==> config.mk <==
export PLATFORM = sky130hd
export DESIGN_NAME = keypad_entry
export DESIGN_NICKNAME = d
export VERILOG_FILES = /design/src/rtl/keypad_entry.sv
export SDC_FILE = /design/constraint.sdc
export NUM_CORES = 1
export LEC_CHECK = 0
export BUFFER_PORTS_ARGS = -buffer_cell sky130_fd_sc_hd__buf_4
export CAP_MARGIN = 20
export CORE_MARGIN = 2
export CORE_UTILIZATION = 48
export DETAILED_ROUTE_END_ITERATION = 16
export PLACE_DENSITY_LB_ADDON = 0.25
export SYNTH_ARGS = -nofsm -noshare
export SYNTH_HDL_FRONTEND = slang
export SYNTH_SLANG_ARGS = --single-unit
==> constraint.sdc <==
create_clock -name clk -period 1.9 [get_ports clk]
set_input_delay 0.38 -clock clk [delete_from_list [all_inputs] [get_ports clk]]
set_output_delay 0.38 -clock clk [all_outputs]
set_load 0.02 [all_outputs]
==> src/rtl/keypad_entry.sv <==
// Keypad credential entry: one account digit, a 4-digit PIN, handoff to an
// authenticator, and lockout after repeated rejections. Optional PIN idle abort via KEYPAD_TIMEOUT_EN.
module keypad_entry #(
   parameter int MAX_ATTEMPTS   = 3,
   parameter int TIMEOUT_CYCLES = 1000
) (
   input  logic        clk,
   input  logic        rst,
   input  logic        key_valid,
   input  logic [3:0]  key_code,
   input  logic        entry_ready,
   input  logic        auth_valid,
   input  logic        auth_ok,
   output logic [3:0]  acc_num,
   output logic [15:0] pin,
   output logic        entry_valid,
   output logic [2:0]  digit_count,
   output logic        locked,
   output logic        timeout
);

   localparam logic [2:0] S_IDLE     = 3'd0;
   localparam logic [2:0] S_PIN      = 3'd1;
   localparam logic [2:0] S_SEND     = 3'd2;
   localparam logic [2:0] S_WAIT_RES = 3'd3;
   localparam logic [2:0] S_LOCKED   = 3'd4;

   localparam logic [3:0] KEY_CLEAR  = 4'hA;
   localparam logic [3:0] KEY_ENTER  = 4'hB;
   localparam logic [3:0] KEY_CANCEL = 4'hC;

   localparam int            AW      = $clog2(MAX_ATTEMPTS + 1);
   localparam logic [AW-1:0] ATT_MAX = AW'(MAX_ATTEMPTS);

   if (MAX_ATTEMPTS < 1 || TIMEOUT_CYCLES < 1) begin : g_param_check
      $error("keypad_entry: MAX_ATTEMPTS and TIMEOUT_CYCLES must be at least 1");
   end

   logic [2:0]    state;
   logic [AW-1:0] attempts;
   logic [AW-1:0] attempts_inc;
   logic          idle_expire;

   // Saturating increment; the counter never wraps past MAX_ATTEMPTS.
   assign attempts_inc = (attempts == ATT_MAX) ? attempts : attempts + 1'b1;

`ifdef KEYPAD_TIMEOUT_EN
   localparam int            TW        = $clog2(TIMEOUT_CYCLES + 1);
   localparam logic [TW-1:0] IDLE_LAST = TW'(TIMEOUT_CYCLES - 1);

   logic [TW-1:0] idle_cnt;

   // Fires on the TIMEOUT_CYCLES-th consecutive keyless cycle spent in PIN.
   assign idle_expire = (state == S_PIN) && !key_valid && (idle_cnt == IDLE_LAST);

   always_ff @(posedge clk or negedge rst) begin
      if (!rst) begin
         idle_cnt <= '0;
         timeout  <= 1'b0;
      end else begin
         timeout <= idle_expire;
         if (state != S_PIN || key_valid) idle_cnt <= '0;
         else                             idle_cnt <= idle_cnt + 1'b1;
      end
   end
`else
   assign idle_expire = 1'b0;
   assign timeout     = 1'b0;
`endif

   always_ff @(posedge clk or negedge rst) begin
      if (!rst) begin
         state       <= S_IDLE;
         attempts    <= '0;
         acc_num     <= 4'd0;
         pin         <= 16'd0;
         digit_count <= 3'd0;
         entry_valid <= 1'b0;
         locked      <= 1'b0;
      end else begin
         case (state)
            S_IDLE: begin
               if (key_valid && key_code <= 4'd9) begin
                  acc_num     <= key_code;
                  pin         <= 16'd0;
                  digit_count <= 3'd0;
                  state       <= S_PIN;
               end
            end
            S_PIN: begin
               if (key_valid) begin
                  if (key_code <= 4'd9) begin
                     if (digit_count != 3'd4) begin
                        pin         <= {pin[11:0], key_code};
                        digit_count <= digit_count + 3'd1;
                     end
                  end else if (key_code == KEY_CLEAR) begin
                     pin         <= 16'd0;
                     digit_count <= 3'd0;
                  end else if (key_code == KEY_ENTER) begin
                     if (digit_count == 3'd4) begin
                        state       <= S_SEND;
                        entry_valid <= 1'b1;
                     end
                  end else if (key_code == KEY_CANCEL) begin
                     state       <= S_IDLE;
                     acc_num     <= 4'd0;
                     pin         <= 16'd0;
                     digit_count <= 3'd0;
                  end
               end else if (idle_expire) begin
                  state       <= S_IDLE;
                  acc_num     <= 4'd0;
                  pin         <= 16'd0;
                  digit_count <= 3'd0;
               end
            end
            S_SEND: begin
               if (entry_ready) begin
                  state       <= S_WAIT_RES;
                  entry_valid <= 1'b0;
               end
            end
            S_WAIT_RES: begin
               if (auth_valid) begin
                  if (auth_ok) begin
                     attempts    <= '0;
                     pin         <= 16'd0;
                     digit_count <= 3'd0;
                     state       <= S_IDLE;
                  end else begin
                     attempts <= attempts_inc;
                     if (attempts_inc == ATT_MAX) begin
                        state  <= S_LOCKED;
                        locked <= 1'b1;
                     end else begin
                        state       <= S_PIN;
                        pin         <= 16'd0;
                        digit_count <= 3'd0;
                     end
                  end
               end
            end
            S_LOCKED: begin
               locked <= 1'b1;
            end
            default: begin
               state <= S_IDLE;
            end
         endcase
      end
   end

endmodule

==> run summary <==
IO Pins - 36
Mapped Nets - 159
most common cell after layout, fill and taps aside - buf_4
total congestion overflow - 0
Distinct cells, synth - 40
Fin. Hold Viols - 0
Tcrit/Tclk final - 92.5%
internal reg-to-reg setup slack - 0.14 ns
min-delay src - auth_ok
met2 Track Usage GR - 29.5%
number of diodes - 0
CP Launch Type - register
Leak - 1.00 nW
pwr/cell area - 1350 nW/µm²
FF-to-FF Start - state[2]$_DFFE_PN0P_
GRT Total Usage - 19.0%
FMAX - 569 MHz
htree depth - 2
worst min path class - primary input to register
crit-path cells - or3b_1, a21oi_4, a21oi_4, nand2_8, buf_4, mux2i_1
Most used DFF post-synth - dfrtp_1
RSZ-0062 raised after global routing - no
GRT Max-Usage Layer - met2
CP max-delay cell - or3b_1
core area - 3080 µm²
final core utilization - 62.8%
die area - 3740 µm²
DR WL/cell - 13.0 µm
GP Congestion - 0.819
Critical Path AT - 2.01 ns
Post-synth EDFFs - 0
filler cell count - 271
worst r2r path cells - 6
Die Wd - 61.1 µm
Worst Setup EP - pin[8]$_DFFE_PN0P_
Post-DRT Antenna Nets - 0
Top cell by count, worst path - a21oi_4
PortBufs - 34
Clock Skews - 0.00956 ns
via-per-instance ratio - 4.86
CP Depth - 6
wirelength, routed - 3.04 mm
largest net degree at the start of global routing - 31
Final Max Tran Viols - 0
Final nets - 201
Mapped Area - 1570 µm²
M1 GR Usage - 24.4%
clk_lat worst skew - 0.33 ns
GR Util met3 - 7.35%
critical path endpoint category - register
Synth Warn # - 0
DR vias - 1137
Post-synth ARST share - 100%
slowest stage delay, CP - 0.47 ns
setup TNS - 0 ns
DRC viols - 0
vias in the first global route - 1122
area grow syn2layout - 23.4%
status - complete, no violations
worst hold slack - 0.251 ns
peak supply drop - 0.000712 V
CP Max Fanout - 11
crit path launch - state[2]$_DFFE_PN0P_
area of the multi-input gates - 678 µm²
number of CTS-inserted buffers - 5
critical path class - register to register
max cap viols - 0
row count - 20
Iter 0 DRT Violations - 22
initial core utilization - 50.9%
Pre-Repair DR Iteration Count - 4
Critical R2R Capture - pin[8]$_DFFE_PN0P_
clock sink total - 30
power consumption - 2.61 mW
first-pass GRT wire length - 5.14 mm
initial antenna violation count - 0
Max clock buf depth - 2
Mapped Avg Cell Area - 10.7 µm²
DP HPWL - 2.23 mm
Post-CTS Setup Inserts - 0
sequential fraction of the synthesis area - 47.9%
sequential cell area - 751 µm²
WP data required - 2.15 ns
Final setup violation count - 0
Vert. Die Dim - 61.1 µm
post-synthesis instance total - 147
clk slew on worst S/H paths - 0.10 ns
Worst path top cell family by delay - simple AND/OR/NAND/NOR gates
crit path buf inv count - 1
hold depth - 2
TritonCTS clock tree - done
CTS Root Buffer Type - clkbuf_4
most frequent cells in the layout - 42 x buf_4, 30 x dfrtp_1, 20 x nand2_1
#FFs+latches synth - 30
Tmin final - 1.76 ns
share of cells above drive strength 1 - 28.9%
-- per-layer routing --
metal	vias up	routed length, µm	share of wire [%]
met4	0	18	0.59
li1	574	-	-
met3	2	141	4.6
met1	539	1400	46
met2	22	1490	49
met5	-	0	0
-- cell families after synthesis --
group / Yosys count / share of synthesized area (%)
AND/OR/NAND/NOR: 47 / 16.8
XOR/XNOR: 1 / 0.559
other: 1 / 0.239
AO/OA/AOI/OAI: 22 / 11.7
multiplexers: 19 / 12.4
flip-flops: 30 / 47.9
buffers and inverters: 25 / 8.79
adder cells (fa/ha/maj): 2 / 1.60
-- metrics by stage --
step                worst slack, ns  cells  area (µm²)
global placement              0.137    225        1860
floorplan                     0.119    147        1570
detailed placement           0.0808    225        1860
CTS                           0.135    234        1930
global route                 0.0486    234        1930
finish                        0.143    234        1930
-- synthesized netlist by cell type, drive strengths merged, types with 2 or more instances --
cell,number,share of area (%)
o21ai,4,1.5
nor2,6,1.4
mux2i,16,10
nor2b,5,2.2
a21bo,4,2.6
mux2,3,2.2
nor3b,3,1.8
inv,17,4.1
a21oi,6,3.4
ha,2,1.6
buf,7,4.5
nand2,21,6.1
nand4,5,2.0
dfrtp,30,48
a22o,2,1.1
-- worst register-to-register path, stage by stage (launching register included) --
cell	delay, ns
dfrtp_1	0.39
or3b_1	0.47
a21oi_4	0.17
a21oi_4	0.11
nand2_8	0.12
buf_4	0.22
mux2i_1	0.21
-- how the worst min path moves through the flow --
stage	end	slack, ns
after detailed placement	acc_num[3]$_DFFE_PN0P_	0.33
after floorplan	acc_num[0]$_DFFE_PN0P_	0.08
final	attempts[1]$_DFFE_PN0P_	0.25
after global placement	acc_num[3]$_DFFE_PN0P_	0.32
after CTS	attempts[1]$_DFFE_PN0P_	0.24
after global routing	attempts[1]$_DFFE_PN0P_	0.23
-- timing repair --
item / CTS / global route
endpoints found under the hold margin: 30 / 0
gates resized for setup: 0 / 0
hold buffers: 1 / 0
-- report_power, final --
part	internal (mW)	total, mW	switching, mW
Combinational	0.541	1.21	0.665
Clock	0.179	0.391	0.212
Sequential	0.855	1.01	0.158
Total	1.58	2.61	1.03
-- final cells by class --
class / instances / area share (%)
clock inverters: 1 / 0.259
well taps: 44 / 2.85
repair buffers: 43 / 16.8
clock buffers: 7 / 2.85
flip-flops and latches: 30 / 38.8
inverters: 17 / 3.30
multi-input cells: 92 / 35.1
-- flip-flops by register name, indices dropped and copies added, names as in the netlist --
name,cells
pin,16
entry_valid,1
attempts,2
state,3
locked,1
acc_num,4
digit_count,3
Note: power is estimated with default switching activity, not from simulation.
